==> config.mk <==
export PLATFORM = sky130hd
export DESIGN_NAME = l2_port_arbiter_flat
export DESIGN_NICKNAME = d
export VERILOG_FILES = /design/src/rtl/l2_port_arbiter_if.sv /design/src/rtl/l2_port_arbiter.sv /design/src/flat_wrapper.sv
export SDC_FILE = /design/constraint.sdc
export NUM_CORES = 1
export LEC_CHECK = 0
export BUFFER_PORTS_ARGS = -buffer_cell sky130_fd_sc_hd__buf_2
export CAP_MARGIN = 20
export CORE_ASPECT_RATIO = 0.75
export CORE_MARGIN = 10
export CORE_UTILIZATION = 41
export DETAILED_ROUTE_END_ITERATION = 6
export GPL_TIMING_DRIVEN = 0
export PLACE_DENSITY = 0.89
export RECOVER_POWER = 100
export SYNTH_ARGS = -nofsm -noshare
export SYNTH_HDL_FRONTEND = slang
export SYNTH_SLANG_ARGS = --single-unit
==> constraint.sdc <==
create_clock -name clk -period 1.9 [get_ports clk]
set_input_delay 0.19 -clock clk [delete_from_list [all_inputs] [get_ports clk]]
set_output_delay 0.19 -clock clk [all_outputs]
set_load 0.005 [all_outputs]
==> src/rtl/l2_port_arbiter_if.sv <==
`default_nettype none
// ============================================================================
// Module      : l2_port_arbiter_if
// Description : Bus bundle between two L1 L2-ports, the port arbiter and the
//               single L2_cache L1-side port.
// Revision    : 1.0 - initial release
// ============================================================================
interface l2_port_arbiter_if #(
    parameter int N      = 32,
    parameter int ADDR_W = 15
);
    // L1 side, bit k / suffix _k belongs to core k
    logic [1:0]        L1_read_request;
    logic [1:0]        L1_write_request;
    logic [ADDR_W-1:0] L1_word_address_0;
    logic [ADDR_W-1:0] L1_word_address_1;
    logic [N-1:0]      L1_wdata_0;
    logic [N-1:0]      L1_wdata_1;
    logic [N-1:0]      L1_rdata;
    logic [1:0]        L1_L2_busy;
    logic [1:0]        L1_flush;
    // L2 side
    logic              L2_read_request;
    logic              L2_write_request;
    logic [ADDR_W-1:0] L2_word_address;
    logic [N-1:0]      L2_wdata;
    logic [N-1:0]      L2_rdata;
    logic              L2_busy;
    logic              flush;

    modport slave (
        input  L1_read_request, L1_write_request,
        input  L1_word_address_0, L1_word_address_1,
        input  L1_wdata_0, L1_wdata_1,
        output L1_rdata, L1_L2_busy, L1_flush,
        output L2_read_request, L2_write_request, L2_word_address, L2_wdata,
        input  L2_rdata, L2_busy, flush
    );

    modport master (
        output L1_read_request, L1_write_request,
        output L1_word_address_0, L1_word_address_1,
        output L1_wdata_0, L1_wdata_1,
        input  L1_rdata, L1_L2_busy, L1_flush,
        input  L2_read_request, L2_write_request, L2_word_address, L2_wdata,
        output L2_rdata, L2_busy, flush
    );
endinterface
`default_nettype wire

==> src/rtl/l2_port_arbiter.sv <==
`default_nettype none
// ============================================================================
// Module      : l2_port_arbiter
// Description : Round-robin arbiter sharing one L2_cache port between two
//               L1_cache instances, one whole transaction per grant.
//               Define ARB_FIXED_PRIORITY_EN to make core0 always win ties.
// Revision    : 1.0 - initial release
// ============================================================================
module l2_port_arbiter #(
    parameter int N      = 32,
    parameter int ADDR_W = 15
) (
    input  wire logic         clk,
    input  wire logic         reset,
    l2_port_arbiter_if.slave  bus
);

    typedef enum logic [1:0] {
        ST_IDLE  = 2'd0,
        ST_REQ   = 2'd1,
        ST_SERVE = 2'd2,
        ST_REL   = 2'd3
    } state_t;

    state_t            r_state;
    state_t            w_state_nxt;
    logic              r_grant;
    logic              w_grant_nxt;
    logic              r_ptr;
    logic              w_ptr_nxt;
    logic              r_l2_rd;
    logic              w_l2_rd_nxt;
    logic              r_l2_wr;
    logic              w_l2_wr_nxt;
    logic [ADDR_W-1:0] r_addr;
    logic [ADDR_W-1:0] w_addr_nxt;
    logic [N-1:0]      r_wdata;
    logic [N-1:0]      w_wdata_nxt;

    logic [1:0]        w_pending;
    logic              w_winner;
    logic              w_done_0;
    logic              w_done_1;

    assign w_pending = bus.L1_read_request | bus.L1_write_request;

    // Tie goes to the pointer core; a lone pending core wins outright.
    assign w_winner  = (w_pending == 2'b11) ? r_ptr : w_pending[1];

    always_ff @(posedge clk) begin
        if (reset) begin
            r_state <= ST_IDLE;
        end else begin
            r_state <= w_state_nxt;
        end
    end

    always_comb begin
        w_state_nxt = r_state;
        w_grant_nxt = r_grant;
        w_ptr_nxt   = r_ptr;
        w_l2_rd_nxt = r_l2_rd;
        w_l2_wr_nxt = r_l2_wr;
        w_addr_nxt  = r_addr;
        w_wdata_nxt = r_wdata;
        case (r_state)
            ST_IDLE: begin
                if (|w_pending) begin
                    w_grant_nxt = w_winner;
                    // A simultaneous read+write is forwarded as a write only.
                    w_l2_wr_nxt = bus.L1_write_request[w_winner];
                    w_l2_rd_nxt = bus.L1_read_request[w_winner] &
                                  ~bus.L1_write_request[w_winner];
                    w_addr_nxt  = w_winner ? bus.L1_word_address_1 : bus.L1_word_address_0;
                    w_wdata_nxt = w_winner ? bus.L1_wdata_1 : bus.L1_wdata_0;
                    w_state_nxt = ST_REQ;
                end
            end
            ST_REQ: begin
                // L2 has sampled the request once it reports busy.
                if (bus.L2_busy) begin
                    w_l2_rd_nxt = 1'b0;
                    w_l2_wr_nxt = 1'b0;
                    w_state_nxt = ST_SERVE;
                end
            end
            ST_SERVE: begin
                if (!bus.L2_busy) begin
                    w_state_nxt = ST_REL;
                end
            end
            ST_REL: begin
                // No arbitration here, so the finished core may drop its request.
`ifdef ARB_FIXED_PRIORITY_EN
                w_ptr_nxt   = 1'b0;
`else
                w_ptr_nxt   = ~r_grant;
`endif
                w_state_nxt = ST_IDLE;
            end
            default: begin
                w_state_nxt = ST_IDLE;
            end
        endcase
    end

    always_ff @(posedge clk) begin
        if (reset) begin
            r_grant <= 1'b0;
            r_ptr   <= 1'b0;
            r_l2_rd <= 1'b0;
            r_l2_wr <= 1'b0;
            r_addr  <= '0;
            r_wdata <= '0;
        end else begin
            r_grant <= w_grant_nxt;
            r_ptr   <= w_ptr_nxt;
            r_l2_rd <= w_l2_rd_nxt;
            r_l2_wr <= w_l2_wr_nxt;
            r_addr  <= w_addr_nxt;
            r_wdata <= w_wdata_nxt;
        end
    end

    assign w_done_0 = (r_state == ST_SERVE) && !r_grant && !bus.L2_busy;
    assign w_done_1 = (r_state == ST_SERVE) &&  r_grant && !bus.L2_busy;

    assign bus.L1_L2_busy       = w_pending & ~{w_done_1, w_done_0};
    assign bus.L1_rdata         = bus.L2_rdata;
    assign bus.L1_flush         = {bus.flush, bus.flush};
    assign bus.L2_read_request  = r_l2_rd;
    assign bus.L2_write_request = r_l2_wr;
    assign bus.L2_word_address  = r_addr;
    assign bus.L2_wdata         = r_wdata;

endmodule
`default_nettype wire

==> src/flat_wrapper.sv <==
// flat-port wrapper written by rule: the top's interface ports become plain ports
module l2_port_arbiter_flat 
#(
    parameter int N      = 32,
    parameter int ADDR_W = 15
)
  (clk, reset, bus_L1_read_request, bus_L1_write_request, bus_L1_word_address_0, bus_L1_word_address_1, bus_L1_wdata_0, bus_L1_wdata_1, bus_L1_rdata, bus_L1_L2_busy, bus_L1_flush, bus_L2_read_request, bus_L2_write_request, bus_L2_word_address, bus_L2_wdata, bus_L2_rdata, bus_L2_busy, bus_flush);
  l2_port_arbiter_if #(.N(N), .ADDR_W(ADDR_W)) bus_i ();
  input  wire logic clk;
  input  wire logic reset;
  input wire logic [$bits(bus_i.L1_read_request)-1:0] bus_L1_read_request;
  input wire logic [$bits(bus_i.L1_write_request)-1:0] bus_L1_write_request;
  input wire logic [$bits(bus_i.L1_word_address_0)-1:0] bus_L1_word_address_0;
  input wire logic [$bits(bus_i.L1_word_address_1)-1:0] bus_L1_word_address_1;
  input wire logic [$bits(bus_i.L1_wdata_0)-1:0] bus_L1_wdata_0;
  input wire logic [$bits(bus_i.L1_wdata_1)-1:0] bus_L1_wdata_1;
  output wire logic [$bits(bus_i.L1_rdata)-1:0] bus_L1_rdata;
  output wire logic [$bits(bus_i.L1_L2_busy)-1:0] bus_L1_L2_busy;
  output wire logic [$bits(bus_i.L1_flush)-1:0] bus_L1_flush;
  output wire logic [$bits(bus_i.L2_read_request)-1:0] bus_L2_read_request;
  output wire logic [$bits(bus_i.L2_write_request)-1:0] bus_L2_write_request;
  output wire logic [$bits(bus_i.L2_word_address)-1:0] bus_L2_word_address;
  output wire logic [$bits(bus_i.L2_wdata)-1:0] bus_L2_wdata;
  input wire logic [$bits(bus_i.L2_rdata)-1:0] bus_L2_rdata;
  input wire logic [$bits(bus_i.L2_busy)-1:0] bus_L2_busy;
  input wire logic [$bits(bus_i.flush)-1:0] bus_flush;
  assign bus_i.L1_read_request = bus_L1_read_request;
  assign bus_i.L1_write_request = bus_L1_write_request;
  assign bus_i.L1_word_address_0 = bus_L1_word_address_0;
  assign bus_i.L1_word_address_1 = bus_L1_word_address_1;
  assign bus_i.L1_wdata_0 = bus_L1_wdata_0;
  assign bus_i.L1_wdata_1 = bus_L1_wdata_1;
  assign bus_L1_rdata = bus_i.L1_rdata;
  assign bus_L1_L2_busy = bus_i.L1_L2_busy;
  assign bus_L1_flush = bus_i.L1_flush;
  assign bus_L2_read_request = bus_i.L2_read_request;
  assign bus_L2_write_request = bus_i.L2_write_request;
  assign bus_L2_word_address = bus_i.L2_word_address;
  assign bus_L2_wdata = bus_i.L2_wdata;
  assign bus_i.L2_rdata = bus_L2_rdata;
  assign bus_i.L2_busy = bus_L2_busy;
  assign bus_i.flush = bus_flush;
  l2_port_arbiter #(.N(N), .ADDR_W(ADDR_W)) u_core (.clk(clk), .reset(reset), .bus(bus_i));
endmodule
=== Word level (Yosys, flattened, before mapping) ===
Index checks and enable logic that the tools add are counted.

* Multiplexer cells: 16
* Bitwise logic cells: 6
* $lt $le $gt $ge: 1
* Equal/unequal tests: 7
* Reduce and logical (&&, ||, !) cells: 12

{| class="wikitable"
|+ Operator list
! cell !! number
|-
| 2-to-1 mux 32 bit || 1
|-
| 2-to-1 mux 15 bit || 1
|-
| 2-to-1 mux 1 bit || 8
|-
| one-hot mux 2 bit (4 select lines) || 1
|-
| equality test 2 bit (second input constant) || 3
|-
| 2-to-1 mux 2 bit || 3
|-
| AND reduction 3 bit || 2
|-
| logical AND 1 bit || 4
|-
| != test 2 bit (second input constant) || 2
|-
| one-hot mux 1 bit (2 select lines) || 2
|-
| bitwise AND 2 bit || 1
|-
| equality test 2 x 1 -> 1 bit (second input constant) || 1
|-
| zero test 1 bit || 2
|-
| zero test 2 bit || 1
|-
| less-than comparator 1 x 2 -> 1 bit (second input constant) || 1
|-
| != test 2 x 1 -> 1 bit (second input constant) || 1
|-
| inverter 1 bit || 2
|-
| inverter 2 bit || 1
|-
| OR 2 bit || 1
|-
| AND reduction 2 bit || 1
|-
| nonzero test 2 bit || 1
|-
| OR reduction 2 bit || 1
|-
| bitwise AND 1 bit || 1
|}

* Flip-flop bits (word level): 53
* Logic and storage cells: 49

=== Longest topological paths before layout ===
* Depth in word-level cells: 9
* Mapped depth: 7
* Mapped depth without buffers: 6

=== Least setup slack after synthesis ===
Ideal clock, no wire load.

* Kind: reg-to-reg
* Start: register u_core.r_state[0]
* End: register u_core.r_wdata[21] (netlist: u_core.bus.L2_wdata[21])
* Data arrival time: 1.450 ns
* Stages on the path, launching flop included: 8
* Setup slack: 0.362 ns
* Buffers on the path: 2
* Library setup time: 0.089 ns
* Path through: dfxtp_1 -> inv_1 -> ha_1 -> nor2b_4 -> buf_6 -> buf_2 -> nor2_1 -> a311oi_2

* Word-level cells in the longest chain between the ends: 2

{| class="wikitable"
|+ RTL lines
! item !! line !! text
|-
| start, declared || l2_port_arbiter.sv:25 || <nowiki>state_t r_state;</nowiki>
|-
| start signal, assigned || l2_port_arbiter.sv:54 || <nowiki>r_state <= w_state_nxt;</nowiki>
|-
| zero test 2 bit || l2_port_arbiter.sv:66 || <nowiki>case (r_state)</nowiki>
|-
| AND reduction 2 bit (no line) || -- ||
|-
| end signal, assigned || l2_port_arbiter.sv:121 || <nowiki>r_wdata <= w_wdata_nxt;</nowiki>
|-
| end, declared || l2_port_arbiter.sv:37 || <nowiki>logic [N-1:0] r_wdata;</nowiki>
|}

No other way between the ends.
A chain may end at the register's enable or synchronous reset.

=== Final worst setup path ===
* Start: register u_core.r_state[0]
* End: register u_core.r_wdata[22] (netlist: u_core.bus.L2_wdata[22])

The elaborated chain is that of the path after synthesis.

==> results.md <==
- Worst Clk Skew: roughly 0.0082 ns
- Switching part of the total power: 42.3%
- Routed wire length: ~11 mm
- Synthesis-to-finish area growth: 35.3%
- Number of flops mapped to enable cells by yosys: 0
- Clock network latency to the later pin of the worst-skew pair: around 0.3 ns
- Combinational share of power: 53.9%
- Effective utilization at floorplan: a little over two fifths
- Dpl ws: -0.0131 ns
- Fraction of registers with async set/reset: 0%
- Share of the synthesized area in the top cell type: a little over a third
- Post-Syn Area per Cell: 8.62 sq um
- Vias after detailed routing: about 3.1k
- Top area cells in the synthesized netlist: sky130_fd_sc_hd__dfxtp_1 (35%), sky130_fd_sc_hd__a311oi_2 (20%), sky130_fd_sc_hd__nand2_1 (12%), sky130_fd_sc_hd__buf_4 (9.0%), sky130_fd_sc_hd__nor2_1 (7.0%)
- Worst Setup Start Kind: flop
- Final period utilization: between 90% and 100%
- Number of unique standard cell types used by synthesis: 30
- Post-synthesis sequential element count: 53
- Routed via count divided by cell count: between 4 and 5
- Top FF cell, synth: sky130_fd_sc_hd__dfxtp_1
- TritonCTS clock tree: done
- Violation count after the first detailed-routing iteration: approximately 150
- Area of the core: ~7000 sq um
- Worst supply voltage drop on vdd: roughly 0.55 mV
- Run status: finished clean
- Final-report max-slew violation count: 0
- Cell depth of the worst flop-to-flop path: 7
- Headroom to the max-slew limit: about half
- Start of the worst register-to-register path: u_core.r_state[0]
- Switching power summed over all nets: roughly 2.3 mW
- Total negative setup slack: 0 ns
- Category of the most critical setup path: flop to flop
- Cell Area, Synth: roughly 3000 sq um
- Global-route track usage on met2: between 30% and 40%
- Chip Height: 94.3 um
- Most area-hungry cell type in the Yosys netlist: sky130_fd_sc_hd__dfxtp_1
- Clock network fraction of total power: about an eighth
- Cell at the slowest stage of the critical path: sky130_fd_sc_hd__dfxtp_1
- Critical Path, Cell by Cell: inv_1 -> ha_4 -> nor2b_4 -> buf_6 -> clkbuf_4 -> nor2_1 -> a311oi_2
- Launch point of the worst hold path: bus_L1_wdata_0[0]
- Number of rows in the core area: 26
- Commonest non-fill, non-tap cell in the layout: sky130_fd_sc_hd__buf_2
- Syn Nets: just under 500
- Internal cell power: approximately 3.1 mW
- Sequential Power Share: between 30% and 40%
- HP Class: input pin to flop
- Count of buffers from port buffering: 183
- Global routing met1 resource utilization: about a fifth
- Number of global-route vias before repair: about 3.5k
- Number of buffers inserted during clock tree synthesis: 5
- Total die area: ~11000 sq um
- Deepest level of the CTS H-tree: 2
- Most used routing layer in global routing: met2
- Largest delay contributor family on the critical path: buffers and inverters
- Clock net sink count: 53
- Pwr Density: roughly 1300 nW/um^2
- Upper clock frequency limit: about 570 MHz
- Overflow left after global routing: 0
- Maximum count of clock buffers along a single path: 2
- Residual DRC: 0
- Placer Congestion: between 0.8 and 0.9
- Worst-margin pin slew: around 0.75 ns
- CTS root buf: sky130_fd_sc_hd__clkbuf_8
- Highest-count cells in the layout ignoring fill and taps: sky130_fd_sc_hd__buf_2 (118), sky130_fd_sc_hd__nand2_1 (95), sky130_fd_sc_hd__clkbuf_1 (81)
- Data arrival, critical path: 1.95 ns
- Hold buffer count at cts: 0
- Share of synthesized area occupied by flip-flops and latches: between 30% and 40%
- Unrepaired setup endpoints after global routing: false
- Endpoint class of the critical path: flop
- Largest net degree at the start of global routing: 16
- Number of cells on the critical path: 7
- Wirelength per Cell: roughly 18 um
- Static power due to leakage: 1.82 nW
- DIE WIDTH: between 100 and 150 um
- Final worst-path setup slack: approximately 0.15 ns
- Nets@finish: slightly below 700
- Placed wire-length estimate after detailed placement: a little over 9 mm
- Setup crit start: u_core.r_state[0]
- Antenna violations before repair: 0
- Worst hold slack after final layout: approximately 0.14 ns
- Clock transition at path regs: approximately 0.10 ns
- Number of nets with antenna violations after detailed routing: 0
- Number of cells produced by synthesis: 350
- Min Tclk post-route: between 1.5 and 2 ns
- Final hold violation count: 0
- Yosys warns: 0
- Hold Path Stages: 3
- M3 GR Usage: 7.57%
- Number of detailed-routing iterations run before antenna repair: 4
- Layout cells sized above 1: between 30% and 40%
- Setup violation total in the final timing report: 0
- IO Count: 219
- Required time of the critical path: 2.10 ns
- Number of diodes added for antenna fixing: 0
- Buffering stage count on the worst path with inverters included: 3
- Buffer count from post-CTS setup fixing: 0
- Wire length of the first global-routing pass: around 17 mm
- Critical-path maximum fanout: 10
- Longest individual stage delay on the worst path: between 0.3 and 0.4 ns
- Total Routing Usage GR: a little under a fifth
- Max-cap violation count: 0
power groups by stage:
stage	Sequential, mW	Clock [mW]	Combinational, mW
3_5_place_dp	1.80	0	3.00
4_1_cts	1.78	0.720	3.02
5_1_grt	1.85	0.763	3.23
2_1_floorplan	1.83	0	1.92
3_3_place_gp	1.77	0	2.90
6_report	1.80	0.700	2.92
Yosys cell counts (all sizes together) (2+ instances only):
master	instances
mux2i	2
clkbuf	8
dfxtp	53
inv	5
nor2	56
a31oi	4
nand2b	4
nand2	95
nor2b	3
a311oi	47
buf	53
ha	5
a21oi	3
layer usage:
metal / part of all wire (%) / up-vias
li1: - / 1553
met3: 8.4 / 14
met5: 0 / -
met1: 39 / 1439
met2: 51 / 139
met4: 1.2 / 0
area by class of cell:
| type | instances | area (sq um) |
|---|---|---|
| fill | 660 | 2910 |
| multi-input combinational | 231 | 1530 |
| sequential | 53 | 1060 |
| timing repair buffer | 183 | 825 |
| buffer | 61 | 425 |
| tap | 98 | 123 |
| clock buffer | 7 | 96.3 |
| inverter | 5 | 18.8 |
| clock inverter | 1 | 5.00 |
tightest hold or removal path: cells and delay by family:
| kind | cells | cell delay, ns |
|---|---|---|
| buffers and inverters | 1 | 0.09 |
| AOI/OAI and AO/OA | 1 | 0.08 |
| and+or+nand+nor | 1 | 0.04 |
cell families (layout without fill, tap and decap cells):
logic type / after synthesis / count (layout) / share of synthesized area [%]
AO/OA/AOI/OAI: 62 / 62 / 25.6
adder cells (fa/ha/maj): 5 / 5 / 2.07
buffers and inverters: 66 / 257 / 14.6
flip-flops: 53 / 53 / 35.2
multiplexers: 2 / 2 / 0.664
AND/OR/NAND/NOR: 162 / 162 / 21.9
flip-flops by register name, indices dropped and copies added (netlist names):
signal / count
u_core.r_ptr: 1
u_core.r_state: 2
u_core.bus.L2_write_request: 1
u_core.bus.L2_wdata: 32
u_core.bus.L2_read_request: 1
u_core.bus.L2_word_address: 15
u_core.r_grant: 1
repair_timing:
item / 4_1_cts / 5_1_grt
setup endpoints to repair: 4 / 21
hold endpoints to repair: 0 / 0
cloned: 0 / 0
resized for setup: 2 / 4
through the flow:
stage,utilization [%],area [sq um],total power [mW],instances
3_5_place_dp,58.0,4060,4.81,631
6_report,58.4,4080,5.42,639
3_3_place_gp,58.0,4060,4.67,631
5_1_grt,58.4,4080,5.85,639
4_1_cts,59.5,4160,5.52,639
2_1_floorplan,-,3020,3.76,350
path summary, 6_finish.rpt:
path                                  end  slack, ns
setup / recovery  u_core.bus.L2_wdata[22]       0.15
hold / removal     u_core.bus.L2_wdata[0]       0.14
setup reg to reg  u_core.bus.L2_wdata[22]       0.15
hold reg to reg    u_core.bus.L2_wdata[0]       0.50
Note: power is estimated with default switching activity, not from simulation.
